<file path="src/rtl/tt_um_accelshark_psg_i2s_tx_pkg.sv">
// Shared widths, slot constants and the stereo
// sample bundle for the PSG I2S transmitter.
package tt_um_accelshark_psg_i2s_tx_pkg;

  localparam int PSG_SAMPLE_W       = 16;
  localparam int PSG_I2S_FRAME_BITS = 32;
  localparam int PSG_I2S_SLOT_W     = $clog2(PSG_I2S_FRAME_BITS);

  localparam logic [PSG_I2S_SLOT_W-1:0] SLOT_L_MSB = 5'd1;
  localparam logic [PSG_I2S_SLOT_W-1:0] SLOT_R_MSB = 5'd17;

  typedef struct packed {
    logic signed [PSG_SAMPLE_W-1:0] l;
    logic signed [PSG_SAMPLE_W-1:0] r;
  } psg_pair_t;

endpackage

</file>
<file path="src/rtl/tt_um_accelshark_psg_bclk_gen.sv">
// BCLK divider: registered bit clock plus a one-clk
// fall event on the divider wrap.
module tt_um_accelshark_psg_bclk_gen #(
  parameter int unsigned BCLK_DIV = 8
) (
  input  logic clk,
  input  logic rst,
  input  logic ena,
  output logic bclk,
  output logic fall_evt
);

  localparam int W = (BCLK_DIV > 2) ? $clog2(BCLK_DIV) : 1;
  localparam logic [W-1:0] LAST = W'(BCLK_DIV - 1);
  localparam logic [W-1:0] HALF = W'(BCLK_DIV / 2);

  logic [W-1:0] div_cnt;
  logic [W-1:0] div_nxt;

  assign div_nxt  = (div_cnt == LAST) ? '0 : div_cnt + W'(1);
  assign fall_evt = ena && !rst && (div_cnt == LAST);

  always_ff @(posedge clk) begin
    if (rst || !ena) begin
      div_cnt <= '0;
      bclk    <= 1'b0;
    end else begin
      div_cnt <= div_nxt;
      bclk    <= (div_nxt >= HALF);
    end
  end

endmodule

</file>
<file path="src/rtl/tt_um_accelshark_psg_i2s_tx.sv">
// I2S transmitter: captures one stereo pair per frame
// and shifts it out MSB first, one BCLK after LRCLK.
module tt_um_accelshark_psg_i2s_tx
  import tt_um_accelshark_psg_i2s_tx_pkg::*;
#(
  parameter int unsigned BCLK_DIV = 8
) (
  input  logic        clk,
  input  logic        rst,
  input  logic        ena,
  input  logic [15:0] mix_l,
  input  logic [15:0] mix_r,
  output logic        i2s_bclk,
  output logic        i2s_lrclk,
  output logic        i2s_sdata,
  output logic        sample_strobe
);

  logic                      fall_evt;
  logic [PSG_I2S_SLOT_W-1:0] bit_cnt;
  logic [PSG_I2S_SLOT_W-1:0] bit_nxt;
  logic [31:0]               sh;
  psg_pair_t                 pair;

  tt_um_accelshark_psg_bclk_gen #(
    .BCLK_DIV(BCLK_DIV)
  ) u_bclk (
    .clk     (clk),
    .rst     (rst),
    .ena     (ena),
    .bclk    (i2s_bclk),
    .fall_evt(fall_evt)
  );

  assign pair    = '{l: mix_l, r: mix_r};
  assign bit_nxt = bit_cnt + 5'd1;

  // Slot 0 carries the previous R LSB, so capture and
  // the last shift-out happen on the same fall event.
  always_ff @(posedge clk) begin
    if (rst || !ena) begin
      bit_cnt       <= 5'd31;
      sh            <= '0;
      i2s_lrclk     <= 1'b0;
      i2s_sdata     <= 1'b0;
      sample_strobe <= 1'b0;
    end else begin
      sample_strobe <= 1'b0;
      if (fall_evt) begin
        bit_cnt   <= bit_nxt;
        i2s_lrclk <= bit_nxt[PSG_I2S_SLOT_W-1];
        i2s_sdata <= sh[31];
        if (bit_nxt == '0) begin
          sh            <= pair;
          sample_strobe <= 1'b1;
        end else begin
          sh <= {sh[30:0], 1'b0};
        end
      end
    end
  end

endmodule

</file>
<file path="config.mk">
export PLATFORM = sky130hd
export DESIGN_NAME = tt_um_accelshark_psg_i2s_tx
export DESIGN_NICKNAME = d
export VERILOG_FILES = /design/src/rtl/tt_um_accelshark_psg_i2s_tx_pkg.sv /design/src/rtl/tt_um_accelshark_psg_bclk_gen.sv /design/src/rtl/tt_um_accelshark_psg_i2s_tx.sv
export SDC_FILE = /design/constraint.sdc
export NUM_CORES = 1
export LEC_CHECK = 0
export CAP_MARGIN = 20
export CORE_MARGIN = 1.5
export CORE_UTILIZATION = 50
export DETAILED_ROUTE_END_ITERATION = 8
export HOLD_SLACK_MARGIN = 0.12
export PLACE_DENSITY = 0.87
export SLEW_MARGIN = 20
export SYNTH_ARGS = -nofsm -noshare
export SYNTH_HDL_FRONTEND = slang
export SYNTH_SLANG_ARGS = --single-unit
export TNS_END_PERCENT = 10
</file>
<file path="constraint.sdc">
create_clock -name clk -period 3.69 [get_ports clk]
set_input_delay 0.5535 -clock clk [delete_from_list [all_inputs] [get_ports clk]]
set_output_delay 0.5535 -clock clk [all_outputs]
set_load 0.01 [all_outputs]
</file>
# Word level (Yosys, flattened, before mapping)
# Cells that the tools add are included.
[classes] addsub=2 muxes=3 reduce_logical=7 eq_ne=1 bitwise=1 magnitude_cmp=1
[op_table] op="32-bit 2-to-1 mux" n=1
[op_table] op="5-bit by 1-bit adder with 5-bit output (second input constant)" n=1
[op_table] op="5-bit logical NOT" n=1
[op_table] op="3-bit by 1-bit adder with 3-bit output (second input constant)" n=1
[op_table] op="3-bit equality test (second input constant)" n=1
[op_table] op="3-bit >= comparator (second input constant)" n=1
[op_table] op="3-bit 2-to-1 mux" n=1
[op_table] op="1-bit logical AND" n=2
[op_table] op="1-bit logical NOT" n=2
[op_table] op="2-bit OR reduction" n=1
[op_table] op="1-bit logical OR" n=1
[op_table] op="1-bit 2-to-1 mux" n=1
[op_table] op="1-bit NOT" n=1
[totals] ff_bits=44

# Depth between registers and ports, before layout
# Gate-level depths: netlist (run 1).
[depth] ltp_word=5 depth_mapped=6 mapped_depth_nobuf=5

# Cells and area by module
# Synthesis (run 1) repeated with hierarchy kept, for this count alone.
[unflattened] hier_cells=236 hier_area_um2=2094.5
[by_module_without_submodules] mod="tt_um_accelshark_psg_i2s_tx" area_per_inst_um2=1964.4 cells_each=227 seq_area_each_um2=800.8 n_inst=1
[by_module_without_submodules] mod="tt_um_accelshark_psg_bclk_gen" area_per_inst_um2=130.1 cells_each=9 seq_area_each_um2=60.1 n_inst=1

# Worst setup path before layout (run 1)
# Ideal clock, no wire load.
[synth_path] kind="register -> register" startpoint="register u_bclk.div_cnt[0]" endpoint="register bit_cnt[1]" stages_incl_launch_ff=7 n_path_buf=2 synth_period_minus_slack_ns=1.542 required_ns=3.564 setup_ns=0.126 setup_slack_ns=2.148 t_arrival_ns=1.416 cell_sequence="dfxtp_1 -> ha_1 -> ha_1 -> clkbuf_1 -> buf_1 -> mux2i_1 -> nand2_1"
[synth_via] elab_chain_len=2
[synth_rtl] item="start, declared" line_no="tt_um_accelshark_psg_bclk_gen.sv:17" source="logic [W-1:0] div_cnt;"
[synth_rtl] item="start signal, assigned" line_no="tt_um_accelshark_psg_bclk_gen.sv:28" source="div_cnt <= div_nxt;"
[synth_rtl] item="3-bit equality test" line_no="tt_um_accelshark_psg_bclk_gen.sv:21" source="assign fall_evt = ena && !rst && (div_cnt == LAST);"
[synth_rtl] item="1-bit logical AND" line_no="tt_um_accelshark_psg_bclk_gen.sv:21"
[synth_rtl] item="end signal, assigned" line_no="tt_um_accelshark_psg_i2s_tx.sv:50" source="bit_cnt <= bit_nxt;"
[synth_rtl] item="end, declared" line_no="tt_um_accelshark_psg_i2s_tx.sv:20" source="logic [PSG_I2S_SLOT_W-1:0] bit_cnt;"
# Every way passes these cells.
# A chain may end at the register's enable or synchronous reset.

# Worst setup path after layout (run 1)
[layout_path] startpoint="register bit_cnt[0]" endpoint="register sh[2]"
[layout_via] elab_chain_len=3
[layout_rtl] item="5-bit by 1-bit adder with 5-bit output" line_no="tt_um_accelshark_psg_i2s_tx.sv:36" source="assign bit_nxt = bit_cnt + 5'd1;"
[layout_rtl] item="5-bit logical NOT" line_no="tt_um_accelshark_psg_i2s_tx.sv:53" source="if (bit_nxt == '0) begin"
[layout_rtl] item="32-bit 2-to-1 mux" line_no="tt_um_accelshark_psg_i2s_tx.sv:53"
[layout_rtl] item="end signal, assigned" line_no="tt_um_accelshark_psg_i2s_tx.sv:54" source="sh <= pair;"
[layout_rtl] item="end signal, assigned" line_no="tt_um_accelshark_psg_i2s_tx.sv:57" source="sh <= {sh[30:0], 1'b0};"
[layout_rtl] item="end, declared" line_no="tt_um_accelshark_psg_i2s_tx.sv:22" source="logic [31:0] sh;"
# Every way passes these cells.

==> results of run 1 <==
[final timing paths]
check	to	slack, ps	cells after the start
max	sh[2]	1790	5
min	sh[12]	460	2
max reg2reg	sh[2]	1790	5
min reg2reg	sh[12]	460	2
[logic make-up after synthesis]
logic type / Yosys count / synth area share, %
and+or+nand+nor: 82 / 18.9
xor gates and xnor gates: 4 / 1.96
buffers and inverters: 18 / 5.12
AOI/OAI and AO/OA: 69 / 22.6
DFF: 43 / 48.2
adders and majority gates: 3 / 2.10
muxes: 2 / 1.12
[synth_stat cells, types with 2 or more instances]
cell and count:
nand2_1 67, dfxtp_1 43, o21ai_0 32, a31oi_1 31, clkbuf_1 13, buf_6 3
ha_1 3, nand4_1 3, xor2_1 3, a21oi_1 2, and2_1 2, and3_1 2
mux2i_1 2, nand2b_1 2, nand3_1 2, nor2_1 2
[per-stage QoR]
step | hold WS [ps] | std cells
2_1_floorplan | 404 | 221
3_5_place_dp | 446 | 288
6_report | 464 | 296
5_1_grt | 483 | 296
4_1_cts | 464 | 296
3_3_place_gp | 411 | 288
[sequential cells by signal, indices dropped and copies added (netlist names)]
signal	count
sample_strobe	1
i2s_lrclk	1
bit_cnt	5
u_bclk.div_cnt	3
sh	32
i2s_sdata	1
[layer usage]
layer  part of all wire (%)  routed length, um
met1                     47               1600
met2                     48               1630
met3                    3.5                117
met4                    1.2                 42
met5                      0                  0
[final cells by class]
class | instances | area (um2) | area share (%)
clock inverters | 1 | 7.51 | 0.337
clock buffers | 7 | 65.1 | 2.92
flip-flops and latches | 43 | 861 | 38.7
well taps | 46 | 57.6 | 2.58
repair buffers | 39 | 388 | 17.4
multi-input cells | 160 | 848 | 38.1
[power by group through the flow]
stage / sequential, mW / combinational [mW] / clock, mW
after floorplan: 0.476 / 0.0135 / 0
after global placement: 0.476 / 0.0527 / 0
after detailed placement: 0.476 / 0.0528 / 0
after CTS: 0.466 / 0.0529 / 0.264
after global routing: 0.466 / 0.0585 / 0.287
final: 0.466 / 0.0529 / 0.257
[worst max-delay path, cell delays in order, from the launching register on]
cell,delay [ps]
dfxtp_1,370
ha_1,260
nand2_1,140
a21o_1,710
nand2_1,150
a31oi_1,200
==> results.py, run 1 <==
metrics = {
    "global_routing": {
        "grt_use_met3_pct": 3.78,
        "overflow": 0,
        "grt_util_met2_pct": 33.5,
        "grt_busiest_layer": "met2",
        "globalRouteMet1Util_pct": 23.5,
        "grt_pass1_wl_mm": 6.16,
        "grt_max_degree": 76,
        "grt_usage_pct": 19.3,
        "antenna_found_initial": 0,
        "first_global_vias": 1472,
    },
    "floorplan": {
        "num_io_pins": 39,
        "start_util_pct": 52.7,
        "die_y_um": 62.8,
        "core_area_um2": 3390,
        "die_w_um": 62.8,
        "die-area_um2": 3940,
        "num_rows": 21,
    },
    "detailed_routing": {
        "routed-via-count": 1576,
        "dr.first_iter.drc_count": 86,
        "drt-total-wl_mm": 3.39,
        "vias_per_cell": 5.32,
        "detail-route-antenna-nets": 0,
        "first_pass_iters": 4,
        "wire_per_inst_um": 11.5,
        "drc": 0,
    },
    "clock_network": {
        "cts_buffers": 5,
        "clock-sinks": 43,
        "clkLatencyLatePin_ps": 340,
        "postCtsResizedCells": 0,
        "cts_htree_levels": 2,
        "clk_pin_slew_ps": 130,
        "cts_setup_buffers": 0,
        "cts_root_buffer": "clkbuf_4",
        "cts_hold_buf": 0,
        "cts_tree": "done",
        "cts.path.max_buffers": 2,
    },
    "power_and_ir_drop": {
        "powerDensity_nw_per_um2": 348,
        "comb_power_share_pct": 6.8,
        "peakVddDrop_mv": 0.227,
        "pwr-share-clk_pct": 33.2,
        "swShare_pct": 21.0,
        "p_switching_uw": 163,
        "leakage_nw": 0.855,
        "p_seq_share_pct": 60.0,
        "p_int_uw": 613,
        "finalPower_uw": 776,
    },
    "final_layout": {
        "nFillCells": 292,
        "drive_gt1_share_pct": 4.80,
        "syn_to_final_growth_pct": 24.7,
        "final_common_cell": "nand2_1",
        "final_cell_mix": "67 x nand2_1, 43 x dfxtp_1, 38 x clkdlybuf4s50_1",
        "postLayoutCoreUtil_pct": 65.7,
        "fin_nets": 287,
        "final_area_um2": 2230,
        "n_antenna_cell": 0,
    },
    "placement": {
        "place_congestion": 0.760,
        "dp_hpwl_mm": 2.17,
        "placedInstanceArea_um2": 2140,
        "io_buffers": 38,
        "post-place-ws_ps": 1660,
    },
    "synthesis": {
        "synthTopCellsByArea": "dfxtp_1 48%, nand2_1 14%, a31oi_1 11%, o21ai_0 9.0%, clkbuf_1 2.7%",
        "synthFlopType": "dfxtp_1",
        "yosysTopAreaCellShare_pct": 48.2,
        "yosysTopAreaCell": "dfxtp_1",
        "yosysUniqueCellTypes": 25,
        "ys_ff_latch": 43,
        "yosysSeqAreaShare_pct": 48.2,
        "synth_fp_nets": 259,
        "ys_async_sr_fraction_pct": 0,
        "synthCells": 221,
        "syn_avg_cell_area_um2": 8.08,
        "ys_warn_count": 0,
        "syn_area_um2": 1790,
        "synth_edf_count": 0,
    },
    "timing": {
        "tightest_slew_ps": 924,
        "grt_setup_unrepaired": "no",
        "clock_skew_ps": 14.9,
        "hold_violations": 0,
        "fin_crit_sh_pct": 51.6,
        "period_needed_ps": 1900,
        "setup_viol": 0,
        "slew_viol_final": 0,
        "setup_ws_ps": 1790,
        "relSlewSlack_pct": 38.4,
        "tns_ps": 0,
        "fmax_mhz": 525,
    },
    "worst_setup_path": {
        "critPathRequiredTime_ps": 3960,
        "cp-start-kind": "flip-flop",
        "worst_setup_path_end_kind": "flip-flop",
        "r2r_start": "bit_cnt[0]",
        "cp_max_fo": 31,
        "critPathKind": "reg2reg",
        "worstPathArrival_ps": 2180,
        "cp-startpoint": "bit_cnt[0]",
    },
    "worst_hold_path": {
        "worstHoldStart": "sh[11]",
        "hold_path_class": "reg2reg",
    },
    "outcome": {
        "outcome": "finished, final reports clean",
    },
    "flow_run": {
        "drv_cap": 0,
    },
}
No activity file was read; power rests on OpenSTA's default activity.
==> run 2, diff against run 1 <==
Settings changed: CORE_UTILIZATION 50 to 45, PLACE_DENSITY 0.87 to 0.83.
Clock period 3.69 ns to 1.6 ns, I/O delays scaled along.
==> results.py, run 2 (same netlist as run 1, synthesis figures left out) <==
metrics = {
    "outcome": {
        "outcome": "finished, final reports clean",
    },
    "placement": {
        "place_congestion": 0.774,
        "dp_cells": 297,
        "dp_hpwl_mm": 2.58,
        "io_buffers": 38,
    },
    "worst_setup_path": {
        "worstPathArrival_ps": 1700,
        "critPathKind": "reg2reg",
        "cp-start-kind": "flip-flop",
        "r2r_cells": 6,
        "critPathRequiredTime_ps": 1820,
        "worst_setup_path_end_kind": "flip-flop",
        "cp_max_fo": 13,
    },
    "worst_hold_path": {
        "hold_path_class": "reg2reg",
        "hold_path_depth": 1,
    },
    "detailed_routing": {
        "vias_per_cell": 5.33,
        "drc": 0,
        "first_pass_iters": 4,
        "drt-total-wl_mm": 3.71,
        "wire_per_inst_um": 12.1,
        "routed-via-count": 1625,
        "dr.first_iter.drc_count": 140,
        "detail-route-antenna-nets": 0,
    },
    "timing": {
        "grt_setup_unrepaired": "no",
        "setup_viol": 0,
        "clock_skew_ps": 5.92,
        "period_needed_ps": 1480,
        "tns_ps": 0,
        "fmax_mhz": 678,
        "tightest_slew_ps": 206,
        "fin_crit_sh_pct": 92.2,
        "hold_violations": 0,
        "relSlewSlack_pct": 86.2,
        "slew_viol_final": 0,
    },
    "flow_run": {
        "drv_cap": 0,
    },
    "clock_network": {
        "postCtsResizedCells": 0,
        "cts.path.max_buffers": 2,
        "clk_pin_slew_ps": 80,
        "cts_hold_buf": 0,
        "clock-sinks": 43,
        "clkLatencyLatePin_ps": 290,
        "cts_tree": "done",
        "cts_root_buffer": "clkbuf_8",
        "cts_buffers": 5,
        "cts_setup_buffers": 0,
        "cts_htree_levels": 2,
    },
    "global_routing": {
        "overflow": 0,
        "antenna_found_initial": 0,
        "first_global_vias": 1449,
        "grt_pass1_wl_mm": 6.22,
        "grt_max_degree": 40,
        "grt_usage_pct": 18.6,
    },
    "final_layout": {
        "fin_nets": 294,
        "regMostFlops": "sh",
        "top_regs": "sh: 32 flops, bit_cnt: 5 flops, u_bclk.div_cnt: 3 flops",
        "drive_gt1_share_pct": 7.39,
        "postLayoutCoreUtil_pct": 63.4,
        "n_antenna_cell": 0,
        "fin_cells": 305,
        "final_common_cell": "nand2_1",
        "final_cell_mix": "67 x nand2_1, 43 x dfxtp_1, 38 x clkdlybuf4s50_1",
        "largest_reg_flops": 32,
        "syn_to_final_growth_pct": 32.9,
    },
    "floorplan": {
        "num_rows": 22,
        "die_w_um": 66.0,
        "die_y_um": 66.0,
        "core_area_um2": 3740,
        "die-area_um2": 4350,
        "num_io_pins": 39,
        "start_util_pct": 47.7,
    },
    "power_and_ir_drop": {
        "finalPower_mw": 2.18,
        "powerDensity_nw_per_um2": 919,
        "leakage_nw": 0.930,
        "peakVddDrop_mv": 0.530,
    },
}
[run 2: worst paths after layout]
| path | startpoint | to | slack, ps |
|---|---|---|---|
| setup / recovery | bit_cnt[0] | sh[0] | 120 |
| hold / removal | u_bclk.div_cnt[0] | u_bclk.div_cnt[0] | 430 |
| setup reg to reg | bit_cnt[0] | sh[0] | 120 |
| hold reg to reg | u_bclk.div_cnt[0] | u_bclk.div_cnt[0] | 430 |
[run 2: report_power, final]
| group | switching, mW | internal (mW) |
|---|---|---|
| registers | 0.00107 | 1.07 |
| clock network | 0.356 | 0.624 |
| logic | 0.0389 | 0.0880 |
| total | 0.396 | 1.78 |
[run 2: worst max-delay path, stage by stage, from the launching register on]
cell and delay [ps]:
dfxtp_1 420, ha_2 240, nand2_1 110, a21oi_4 170
buf_4 210, nand3_1 100, a21oi_1 140
[run 2: metal layers]
metal	up-vias	global-route usage, %	part of all wire, %
li1	837	-	-
met2	42	31.7	48
met5	-	0	0
met1	744	22.5	46
met3	2	6.13	5.6
met4	0	4.59	0.16
[run 2: cell type report]
class,instances,area [um2]
Multi-Input combinational cell,160,841
Clock inverter,2,60.1
Fill cell,337,1370
Clock buffer,6,72.6
Tap cell,48,60.1
Sequential cell,43,861
Timing Repair Buffer,46,478
[run 2: per-stage QoR]
stage,cell area [um2],hold WS (ps),setup slack (ps)
6_report,2370,430,124
5_1_grt,2370,467,19.9
4_1_cts,2370,433,95.4
3_5_place_dp,2240,421,106
3_3_place_gp,2240,420,183
2_1_floorplan,1790,388,57.6
==> run 3, diff against run 2 <==
Settings changed: CELL_PAD_IN_SITES_DETAIL_PLACEMENT from default to 0, CELL_PAD_IN_SITES_GLOBAL_PLACEMENT from default to 1, CORE_UTILIZATION 45 to 36, PLACE_DENSITY 0.83 to 0.86.
Clock period 1.6 ns to 1.4 ns, I/O delays scaled along.
==> results.py, run 3 (same netlist as run 1, synthesis figures left out) <==
metrics = {
    "power_and_ir_drop": {
        "powerDensity_nw_per_um2": 943,
        "peakVddDrop_mv": 0.458,
        "p_int_mw": 1.85,
        "comb_power_share_pct": 6.3,
        "finalPower_mw": 2.30,
        "swShare_pct": 19.8,
        "p_switching_uw": 455,
        "p_seq_share_pct": 53.3,
        "leakage_nw": 0.985,
        "pwr-share-clk_pct": 40.4,
    },
    "detailed_routing": {
        "first_pass_iters": 4,
        "wire_per_inst_um": 10.9,
        "vias_per_cell": 4.87,
        "drc": 0,
        "drt-total-wl_mm": 3.59,
        "detail-route-antenna-nets": 0,
        "routed-via-count": 1601,
        "dr.first_iter.drc_count": 84,
    },
    "outcome": {
        "outcome": "finished, final reports clean",
    },
    "placement": {
        "io_buffers": 38,
        "place_congestion": 0.689,
        "placedInstanceArea_um2": 2310,
        "dp_hpwl_mm": 2.46,
    },
    "worst_setup_path": {
        "worstPathArrival_ps": 1540,
        "worst_setup_path_end_kind": "flip-flop",
        "critPathKind": "reg2reg",
        "r2r_start": "bit_cnt[0]",
        "critPathRequiredTime_ps": 1580,
        "cp_max_fo": 5,
        "cp-start-kind": "flip-flop",
        "r2r_slack_ps": 40,
        "reg2reg_to": "sh[31]",
        "r2r_cells": 5,
    },
    "timing": {
        "relSlewSlack_pct": 86.9,
        "tightest_slew_ps": 196,
        "fin_crit_sh_pct": 97.2,
        "clock_skew_ps": 8.43,
        "setup_viol": 0,
        "grt_setup_unrepaired": "yes",
        "hold_violations": 0,
        "slew_viol_final": 0,
        "period_needed_ps": 1360,
        "fmax_mhz": 735,
    },
    "final_layout": {
        "final_area_um2": 2440,
        "largest_reg_flops": 32,
        "syn_to_final_growth_pct": 36.6,
        "regMostFlops": "sh",
        "drive_gt1_share_pct": 10.3,
        "top_regs": "sh: 32 flops, bit_cnt: 5 flops, u_bclk.div_cnt: 3 flops",
        "final_common_cell": "nand2_1",
        "n_antenna_cell": 0,
        "final_cell_mix": "66 x nand2_1, 41 x dfxtp_1, 35 x clkdlybuf4s50_1",
        "fin_nets": 300,
    },
    "worst_hold_path": {
        "hold_path_class": "reg2reg",
        "worstHoldStart": "u_bclk.div_cnt[0]",
        "hold_path_depth": 1,
        "holdPathEnd": "u_bclk.div_cnt[0]",
    },
    "floorplan": {
        "die-area_um2": 5390,
        "num_rows": 25,
        "die_y_um": 73.4,
        "die_w_um": 73.4,
        "num_io_pins": 39,
        "start_util_pct": 37.6,
        "core_area_um2": 4750,
    },
    "clock_network": {
        "cts_htree_levels": 2,
        "clock-sinks": 43,
        "cts_root_buffer": "clkbuf_8",
        "cts.path.max_buffers": 2,
        "clkLatencyLatePin_ps": 290,
        "clk_pin_slew_ps": 80,
        "cts_tree": "done",
        "cts_buffers": 5,
    },
    "global_routing": {
        "overflow": 0,
        "antenna_found_initial": 0,
        "globalRouteMet1Util_pct": 18.9,
        "grt_use_met3_pct": 3.57,
        "grt_pass1_wl_mm": 6.08,
        "grt_util_met2_pct": 22.4,
        "first_global_vias": 1425,
        "grt_max_degree": 40,
        "grt_usage_pct": 14.2,
        "grt_busiest_layer": "met2",
    },
    "flow_run": {
        "drv_cap": 0,
    },
}
## run 3: changes by cell type in the layout (fill, tap and decap cells not counted), sizes merged
cell and change:
dlymetal6s2s +2, dlygate4sd2 +1, clkdlybuf4s50 -3, clkbuf -1
buf +6, clkinvlp +1, bufinv -1
## run 3: stage by stage
step,util [%],worst slack [ps],setup TNS [ps],cells,hold WS [ps]
finish,51.3,39.2,0,329,438
global route,51.3,-54.1,-503,329,457
CTS,50.7,5.93,0,329,440
detailed placement,48.5,-23.9,-82.5,322,427
global placement,48.5,14.8,0,322,421
floorplan,-,11.7,0,221,358
## run 3: layout make-up
cell class / count / area, um2
clock inverter: 2 / 37.5
tap: 67 / 83.8
timing repair buffer: 52 / 534
fill: 490 / 2320
multi-input combinational: 160 / 851
sequential: 43 / 863
clock buffer: 5 / 68.8
## run 3: how the worst max path moves through the flow
stage / end / from / slack, ps
after floorplan: sh[23] / bit_cnt[0] / 10
after global placement: sh[6] / ena / 10
after detailed placement: sh[22] / ena / -20
after CTS: sh[22] / bit_cnt[0] / 6
after global routing: sh[30] / bit_cnt[0] / -50
final: sh[31] / bit_cnt[0] / 40
## run 3: routing by layer
metal	vias up	share of wire [%]
met3	6	4.6
met2	32	44
li1	846	-
met1	717	50
met4	0	1.3
met5	-	0
## run 3: worst max-delay path, stage by stage, from the launching register on
cell and delay, ps:
dfxtp_2 340, a211o_1 330, a21o_1 250, buf_4 170, nand2_1 80, a31oi_1 80
## run 3: power groups by stage
stage	registers (mW)	clock network, mW	logic, mW
detailed placement	1.25	0	0.145
floorplan	1.25	0	0.0356
global placement	1.25	0	0.146
finish	1.23	0.931	0.144
global route	1.23	1.01	0.158
CTS	1.23	0.955	0.146
## run 3: what timing repair did
item,4_1_cts,5_1_grt
resized for setup,2,7
buffers inserted,0,0
pin swaps,1,0
hold buffers,0,0
hold endpoints to repair,0,0
setup endpoints to repair,6,37
